`src/rtl/audio_pkg.sv`:
```
// Shared constants, state encoding and gain-ramp arithmetic for the master-volume stage.
// Latency: n/a (package only).
// Backpressure: n/a (package only).
package audio_pkg;

  localparam int DATA_W   = 24;
  localparam int GAIN_W   = 16;
  localparam int PIPE_LAT = 2;

  localparam logic [GAIN_W-1:0] GAIN_UNITY = 16'h8000;
  localparam logic [DATA_W-1:0] PCM_MAX    = 24'h7FFFFF;
  localparam logic [DATA_W-1:0] PCM_MIN    = 24'h800000;

  typedef enum logic [1:0] {
    VR_MUTED  = 2'd0,
    VR_RAMP   = 2'd1,
    VR_STEADY = 2'd2
  } vr_state_e;

  // One ramp step toward tgt. Clamps at tgt in both directions, so the gain
  // can neither overshoot nor wrap. A zero step means jump straight to tgt.
  function automatic logic [GAIN_W-1:0] ramp_next(input logic [GAIN_W-1:0] gain,
                                                   input logic [GAIN_W-1:0] tgt,
                                                   input logic [GAIN_W-1:0] step);
    logic [GAIN_W:0]   sum;
    logic [GAIN_W-1:0] diff;
    logic [GAIN_W-1:0] res;
    sum  = {1'b0, gain} + {1'b0, step};
    diff = gain - tgt;
    res  = gain;
    if (step == '0) begin
      res = tgt;
    end else if (gain < tgt) begin
      res = (sum >= {1'b0, tgt}) ? tgt : sum[GAIN_W-1:0];
    end else if (gain > tgt) begin
      res = (diff <= step) ? tgt : gain - step;
    end
    return res;
  endfunction

endpackage

```
`src/rtl/vol_sat_mult.sv`:
```
// One channel: signed sample x unsigned Q1.15 gain, shift by 15, saturate to 24-bit signed.
// Latency: 2 cycles from en to vld; dout holds until the next strobe.
// Backpressure: none; accepts a sample every cycle. run low flushes the pipe to zero.
// Ports: clk, reset_n (async active-low), run (sync clear when low), en/din (sample in),
//        gain (Q1.15), vld/dout (sample out), clip (saturation event, one cycle wide).
module vol_sat_mult
  import audio_pkg::*;
(
  input  logic              clk,
  input  logic              reset_n,
  input  logic              run,
  input  logic              en,
  input  logic [DATA_W-1:0] din,
  input  logic [GAIN_W-1:0] gain,
  output logic              vld,
  output logic [DATA_W-1:0] dout,
  output logic              clip
);

  logic signed [40:0] prod_q, prod_d;
  logic               v1_q, v1_d;
  logic               vld_q, vld_d;
  logic [DATA_W-1:0]  dout_q, dout_d;

  logic signed [40:0] shifted;
  logic               in_range;

  // Operands widened to the full product width so the multiply is exact.
  logic signed [40:0] din_ext;
  logic signed [40:0] gain_ext;

  always_comb begin
    din_ext  = $signed({{17{din[DATA_W-1]}}, din});
    gain_ext = $signed({25'd0, gain});
    shifted  = prod_q >>> 15;
    // Result fits 24-bit signed when bits 40..23 are all copies of the sign.
    in_range = (shifted[40:23] == {18{shifted[40]}});
  end

  always_comb begin
    prod_d = prod_q;
    v1_d   = 1'b0;
    vld_d  = 1'b0;
    dout_d = dout_q;
    if (!run) begin
      prod_d = '0;
      dout_d = '0;
    end else begin
      v1_d  = en;
      vld_d = v1_q;
      if (en) prod_d = din_ext * gain_ext;
      if (v1_q) dout_d = in_range ? shifted[DATA_W-1:0] : (shifted[40] ? PCM_MIN : PCM_MAX);
    end
  end

  always_ff @(posedge clk or negedge reset_n) begin
    if (!reset_n) begin
      prod_q <= '0;
      v1_q   <= 1'b0;
      vld_q  <= 1'b0;
      dout_q <= '0;
    end else begin
      prod_q <= prod_d;
      v1_q   <= v1_d;
      vld_q  <= vld_d;
      dout_q <= dout_d;
    end
  end

  assign vld  = vld_q;
  assign dout = dout_q;
  assign clip = run & v1_q & ~in_range;

endmodule

```
`src/rtl/audio_volume_ramp.sv`:
```
// Stereo master volume / soft mute: shared gain ramped once per frame (r_data_en) toward the CPU target.
// Latency: 2 cycles strobe-in to strobe-out per channel; gain moves only on run & r_data_en.
// Backpressure: none; both channels accept a sample every cycle, simultaneous strobes both processed.
// Ports: clk, reset_n, run, mute, volume, ramp_step, l/r_data_en, l/r_data_in,
//        l/r_data_valid, l/r_data_out, status = {peak[4:0], clip, muted, ramp_busy}.
// Build option: define PEAK_METER_EN to drive status[7:3] with the per-frame peak level; otherwise 0.
module audio_volume_ramp
  import audio_pkg::*;
(
  input  logic              clk,
  input  logic              reset_n,
  input  logic              run,
  input  logic              mute,
  input  logic [7:0]        volume,
  input  logic [7:0]        ramp_step,
  input  logic              l_data_en,
  input  logic              r_data_en,
  input  logic [DATA_W-1:0] l_data_in,
  input  logic [DATA_W-1:0] r_data_in,
  output logic              l_data_valid,
  output logic              r_data_valid,
  output logic [DATA_W-1:0] l_data_out,
  output logic [DATA_W-1:0] r_data_out,
  output logic [7:0]        status
);

  vr_state_e         state_q, state_d;
  logic [GAIN_W-1:0] gain_q, gain_d;
  logic              clip_q, clip_d;

  logic [GAIN_W-1:0] tgt;
  logic [GAIN_W-1:0] gain_nxt;
  logic              tick;
  logic              l_clip, r_clip;
  logic              ramp_busy, muted;

  // Both channels see gain_q, so samples strobed on a tick use the pre-update gain.
  vol_sat_mult u_left (
    .clk     (clk),
    .reset_n (reset_n),
    .run     (run),
    .en      (l_data_en),
    .din     (l_data_in),
    .gain    (gain_q),
    .vld     (l_data_valid),
    .dout    (l_data_out),
    .clip    (l_clip)
  );

  vol_sat_mult u_right (
    .clk     (clk),
    .reset_n (reset_n),
    .run     (run),
    .en      (r_data_en),
    .din     (r_data_in),
    .gain    (gain_q),
    .vld     (r_data_valid),
    .dout    (r_data_out),
    .clip    (r_clip)
  );

  always_comb begin
    tgt      = mute ? '0 : {volume, 8'h00};
    tick     = run & r_data_en;
    gain_nxt = ramp_next(gain_q, tgt, {8'h00, ramp_step});
    gain_d   = gain_q;
    if (!run)      gain_d = '0;
    else if (tick) gain_d = gain_nxt;
    clip_d = run & (clip_q | l_clip | r_clip);
  end

  // Next state follows where the gain lands on this tick, so a retarget
  // mid-ramp (or a zero step) needs no extra cycle.
  always_comb begin
    state_d = state_q;
    if (!run) begin
      state_d = VR_MUTED;
    end else if (tick) begin
      case (state_q)
        VR_MUTED, VR_RAMP, VR_STEADY: begin
          if (gain_nxt != tgt)  state_d = VR_RAMP;
          else if (tgt == '0)   state_d = VR_MUTED;
          else                  state_d = VR_STEADY;
        end
        default: state_d = VR_MUTED;
      endcase
    end
  end

  always_ff @(posedge clk or negedge reset_n) begin
    if (!reset_n) begin
      state_q <= VR_MUTED;
      gain_q  <= '0;
      clip_q  <= 1'b0;
    end else begin
      state_q <= state_d;
      gain_q  <= gain_d;
      clip_q  <= clip_d;
    end
  end

  always_comb begin
    ramp_busy = (state_q == VR_RAMP);
    muted     = (gain_q == '0);
  end

`ifdef PEAK_METER_EN
  logic [DATA_W-1:0] peak_q, peak_d;
  logic [4:0]        lvl_q, lvl_d;
  logic [DATA_W-1:0] l_abs, r_abs;

  always_comb begin
    // |PCM_MIN| = 0x800000 is representable as unsigned, so no special case.
    l_abs  = l_data_out[DATA_W-1] ? (~l_data_out + 1'b1) : l_data_out;
    r_abs  = r_data_out[DATA_W-1] ? (~r_data_out + 1'b1) : r_data_out;
    lvl_d  = lvl_q;
    peak_d = tick ? '0 : peak_q;
    if (tick) begin
      lvl_d = '0;
      for (int i = 19; i < DATA_W; i++) begin
        if (peak_q[i]) lvl_d = 5'(i - 19);
      end
    end
    if (l_data_valid && l_abs > peak_d) peak_d = l_abs;
    if (r_data_valid && r_abs > peak_d) peak_d = r_abs;
    if (!run) begin
      peak_d = '0;
      lvl_d  = '0;
    end
  end

  always_ff @(posedge clk or negedge reset_n) begin
    if (!reset_n) begin
      peak_q <= '0;
      lvl_q  <= '0;
    end else begin
      peak_q <= peak_d;
      lvl_q  <= lvl_d;
    end
  end

  assign status = {lvl_q, clip_q, muted, ramp_busy};
`else
  assign status = {5'b00000, clip_q, muted, ramp_busy};
`endif

endmodule

```
`config.mk`:
```
export PLATFORM = sky130hd
export DESIGN_NAME = audio_volume_ramp
export DESIGN_NICKNAME = d
export VERILOG_FILES = /design/src/rtl/audio_pkg.sv /design/src/rtl/vol_sat_mult.sv /design/src/rtl/audio_volume_ramp.sv
export SDC_FILE = /design/constraint.sdc
export NUM_CORES = 2
export LEC_CHECK = 0
export CAP_MARGIN = 20
export CORE_MARGIN = 4
export CORE_UTILIZATION = 50
export DETAILED_ROUTE_END_ITERATION = 16
export HOLD_SLACK_MARGIN = 0.05
export PLACE_DENSITY_LB_ADDON = 0.2
export SLEW_MARGIN = 10
export SYNTH_ARGS = -nofsm -noshare
export SYNTH_HDL_FRONTEND = slang
export SYNTH_SLANG_ARGS = --single-unit
```
`constraint.sdc`:
```
create_clock -name clk -period 6.9 [get_ports clk]
set_input_delay 1.38 -clock clk [delete_from_list [all_inputs] [get_ports clk]]
set_output_delay 1.38 -clock clk [all_outputs]
set_load 0.03 [all_outputs]
```
Word-level counts from Yosys, hierarchy flattened. Index checks and enable logic that the tools add are counted.

Register bits: 153. Input bits: 70. Output and inout bits: 58.

Add/sub/neg operators: 3. Multipliers: 2. $lt $le $gt $ge: 4. Equality and inequality tests: 10. Mux-type cells: 29. Bitwise logic cells: 10. Reductions and logical operators: 5.

Operators by type and width (number): 24-bit two-way mux (8); 41-bit two-way mux (4); 16-bit two-way mux (8); 24-bit by 17-bit multiplier with 41-bit output (2); 16-bit logical NOT (2); 16-bit by 8-bit adder with 17-bit output (1); 17-bit by 16-bit >= comparator with 1-bit output (1); 16-bit > comparator (1); 16-bit by 8-bit <= comparator with 1-bit output (1); 16-bit < comparator (1); 16-bit != test (1); 16-bit subtractor (1); 16-bit by 8-bit subtractor with 16-bit output (1); 2-bit two-way mux (5); 2-bit by 1-bit != test with 1-bit output (second input constant) (5); 8-bit logical NOT (1); 1-bit bitwise AND (6); 2-bit == test (2); 1-bit two-way mux (4); 3-bit OR reduction (1); 2-bit by 1-bit == test with 1-bit output (second input constant) (1); 2-bit == test (second input constant) (1); 2-bit logical NOT (1); 1-bit inverter (2); 1-bit bitwise OR (2).

Longest topological paths before layout.
Depth after elaboration: 12. Depth in mapped cells: 27. Gate-level depth less buffers: 24.

Modules after synthesis. A second synthesis with hierarchy kept.

Cells, all modules: 4010. Area, all modules: 35427.7 um^2.

Modules (own cells, without submodules): vol_sat_mult (u_left) (instances 1, cells an instance 1738, area an instance 15713.8 um^2); vol_sat_mult (u_right) (instances 1, cells an instance 1731, area an instance 15608.7 um^2); audio_volume_ramp (instances 1, cells an instance 541, area an instance 4105.2 um^2).

Worst setup path before layout. Ideal clock, no wire load.

Kind: input-to-reg. Start point: input port l_data_in[7]. End point: register u_left.prod_q[34]. Library setup time: 0.131 ns. Data arrival time: 7.454 ns. Required time: 6.769 ns. Path slack: -0.685 ns. Stages: 24. Path through: clkbuf_1 > nand2_1 > fa_1 > inv_1 > fa_1 > inv_1 > fa_1 > inv_1 > fa_1 > fa_1 > inv_1 > fa_1 > inv_1 > ha_1 > o21ai_0 > or4b_2 > o21ai_0 > a31oi_1 > o21ai_0 > a31oi_1 > o21ai_0 > a21oi_1 > o211ai_1 > a21boi_0.

Word-level cells in the longest chain between the ends: 3.

RTL lines: start: declaration (line audio_volume_ramp.sv:18) `input logic [DATA_W-1:0] l_data_in,`; 24-bit by 17-bit multiplier with 41-bit output (line vol_sat_mult.sv:51) `if (en) prod_d = din_ext * gain_ext;`; 41-bit two-way mux (line vol_sat_mult.sv:51); 41-bit two-way mux (line vol_sat_mult.sv:45) `if (!run) begin`; end signal: assignment (line vol_sat_mult.sv:63) `prod_q <= prod_d;`; end: declaration (line vol_sat_mult.sv:20) `logic signed [40:0] prod_q, prod_d;`.

Every way passes these cells. The select of a mux whose other input is x is not followed. A chain may end at the register's enable or synchronous reset.

Worst setup path after layout.
Start point: input port r_data_in[7]. End point: register u_right.prod_q[40].

Word-level cells in the longest chain between the ends: 3.

RTL lines: start: declaration (line audio_volume_ramp.sv:19) `input logic [DATA_W-1:0] r_data_in,`; 24-bit by 17-bit multiplier with 41-bit output (line vol_sat_mult.sv:51); 41-bit two-way mux (line vol_sat_mult.sv:51); 41-bit two-way mux (line vol_sat_mult.sv:45); end signal: assignment (line vol_sat_mult.sv:63); end: declaration (line vol_sat_mult.sv:20).

Every way passes these cells. The select of a mux whose other input is x is not followed.

==> qor.csv <==
metric,value,unit
status,"finished, final reports clean",
clk buf depth,2,
DP Area,39700,µm²
post-route design area,41400,µm²
leading area contributor after synthesis,fa_1,
unrepaired setup endpoints after global routing,yes,
Layout Area Growth over Synthesis,19.3,%
HPWL after detailed placement,73000,µm
Tmin final,6860,ps
initial DRC count,1581,
top post-synthesis cells by area,"fa_1 (43%), inv_1 (10%), dfrtp_1 (8.9%), ha_1 (8.3%), nand2_1 (6.4%)",
final setup vio count,0,
quantity of hold-fixing buffers added after cts,0,
Final Core Density,60.3,%
part of the Yosys area used for sequential elements,8.87,%
Worst Hold Class,reg -> reg,
Crit. End Element,flip-flop,
Synthesis Warnings,0,
fill count,6102,
WP data required,7210,ps
Achievable Freq,146,MHz
final setup skew,10.7,ps
WP data arrival,7170,ps
Final nets,5377,
async set-reset flop share out of synthesis,100,%
CP Class,in -> reg,
Tot GR Track Use,25.3,%
Yosys cell types,97,
Mapped Avg Cell Area,8.87,µm²
Worst setup SP type,input port,
endpoints failing hold,0,
hold slack,473,ps
via count,27100,
DIE HEIGHT,272,µm
CTS tree,done,
worst-margin pin slew,1020,ps
die width,272,µm
r2r endpoint,u_left.prod_q[32],
Worst-path clk slew,60,ps
Root Buffer,clkbuf_16,
worst r2r path cells,24,
largest stage delay on the critical path,570,ps
GRT Residual Overflow,0,
share of cells above drive strength 1,17.2,%
post-synthesis register bit count,123,
FF-to-FF Start,gain_q[7],
Mapped Area,34700,µm²
Antenna Cells,0,
final WL,88900,µm
PortBufs,122,
R2R Setup Slk,240,ps
number of synthesized flops with an enable pin,0,
CTS Buf Count,17,
pin count of the biggest net entering global routing,70,
Slew headroom,31.8,%
Critical Path Fanout Max,6,
top_reg_cell synth,dfrtp_1,
Initial Utilization,50.5,%
hold path depth,2,
DRC viols,0,
Synth top area share,43.4,%
initial antenna violation count,0,
Placer Congestion,0.959,
I/O pin count,128,
worst skew pair latency,470,ps
vias in the first global route,29000,
max cap viols,0,
area of the core,68700,µm²
Die ar.,73700,µm²
Slew Limit Fails,0,
cell mode on critical path,fa_1,
1st-pass router iterations,6,
wire length per cell,16.9,µm
global-route wire length before repair,149000,µm
Worst Hold Launch,u_left.dout[10],
num rows,96,
Detail Route Antenna Nets,0,
Critical Path Slowest Stage Cell,fa_1,
fin crit share,99.4,%
Synth Instances,3913,
H-tree levels,4,
vias per inst,5.15,
hold endpoint,u_left.dout[10],
clock sinks,123,
-- routing by layer --
metal	part of all wire, %	GRT usage [%]
met4	3.5	8.14
met2	50	43.6
met1	42	33.4
met3	4.7	3.23
met5	0	0
-- cell families after synthesis --
logic type               share of synthesized area [%]
XOR/XNOR                                          2.29
flip-flops                                        8.87
AND/OR/NAND/NOR                                   16.5
other                                           0.0108
multiplexers                                     0.995
adder cells (fa/ha/maj)                           51.7
buffers and inverters                             12.6
AO/OA/AOI/OAI                                     7.08
-- synthesized netlist by cell type, types with 4 or more instances --
cell      instances
a211o_1           7
a211oi_1         10
a21boi_0         10
a21o_1           20
a21oi_1          89
a221oi_1          4
a22o_1            4
a22oi_1           5
a31oi_1          16
and2_1          303
and3_1           12
and4_1            4
buf_1            12
buf_4            10
buf_6             5
clkbuf_1        157
clkbuf_8          5
dfrtp_1         123
fa_1            753
ha_1            230
inv_1           933
mux2i_1          30
nand2_1         593
nand2b_1         19
nand3_1          21
nand3b_1          5
nand4_1          11
nor2_1           99
nor2b_1          53
nor3_1           19
nor4_1            9
o211a_1           6
o211ai_1          9
o21a_1           10
o21ai_0         109
o21bai_1         12
o221ai_1          7
o22ai_1           6
o31ai_1           8
or2_2             6
or3_1             5
or4_1             7
xnor2_1          55
xor2_1           30
-- stage by stage --
stage | setup WS [ps] | TNS (ps) | std cells
5_1_grt | -207 | -1670 | 5268
3_3_place_gp | -925 | -32630 | 5186
3_5_place_dp | -1080 | -37530 | 5186
2_1_floorplan | -6.90 | -6.90 | 3917
4_1_cts | -109 | -170 | 5257
6_report | 43.6 | 0 | 5268
-- registers in the layout (all words and copies together), names as in the netlist --
| register | flops |
|---|---|
| u_left.dout | 24 |
| u_left.v1_q | 1 |
| u_right.v1_q | 1 |
| gain_q | 16 |
| u_right.vld | 1 |
| u_left.prod_q | 26 |
| u_left.vld | 1 |
| clip_q | 1 |
| u_right.dout | 24 |
| u_right.prod_q | 26 |
| state_q | 2 |
-- cell type report --
class,count,area [µm²],share of cell area (%)
multi-input cells,2668,28100,67.8
clock inverters,14,140,0.338
inverters,933,3500,8.46
well taps,931,1160,2.81
repair buffers,581,5020,12.1
clock buffers,18,429,1.04
flip-flops and latches,123,3090,7.47
-- worst max path at each step --
stage | end | from | slack [ps]
detailed placement | u_right.prod_q[38] | r_data_in[11] | -1080
global placement | u_right.prod_q[38] | r_data_in[5] | -920
finish | u_right.prod_q[40] | r_data_in[7] | 40
floorplan | u_left.prod_q[34] | l_data_in[7] | -7
global route | u_right.prod_q[40] | r_data_in[7] | -210
CTS | u_right.prod_q[40] | r_data_in[8] | -110
-- cell usage in the layout (no fill, tap or decap), types with 13 or more instances in the layout --
cell type	count
inv_1	901
fa_1	726
nand2_1	579
buf_4	403
and2_1	274
ha_1	210
dfrtp_1	110
nor2_1	96
o21ai_0	95
clkdlybuf4s50_1	77
a21oi_1	71
xnor2_1	54
nor2b_1	52
buf_6	47
inv_2	32
xor2_1	30
mux2i_1	30
and2_4	29
fa_2	27
nand3_1	21
a21o_1	20
nand2b_1	19
a21oi_2	19
ha_4	19
buf_12	19
nor3_1	18
clkbuf_16	17
nand2_2	14
dfrtp_2	13
-- worst max-delay path: cells and delay by family --
kind,cells,cell delay (ps)
adder cells (fa/ha/maj),7,3370
AO/OA/AOI/OAI,8,1290
buffers and inverters,7,570
AND/OR/NAND/NOR,3,410
XOR/XNOR,1,140
-- timing repair --
item                                    4_1_cts  5_1_grt
gates cloned                                  3        0
hold endpoints to repair                      0        0
resized for setup                           216      167
endpoints found under the setup margin       41       36
setup buffers                                36       17
pin swaps                                   119      166
Power is left out: the tool's default activity adds up to more than one toggle a clock period on the data nets, which glitch-free logic cannot reach.
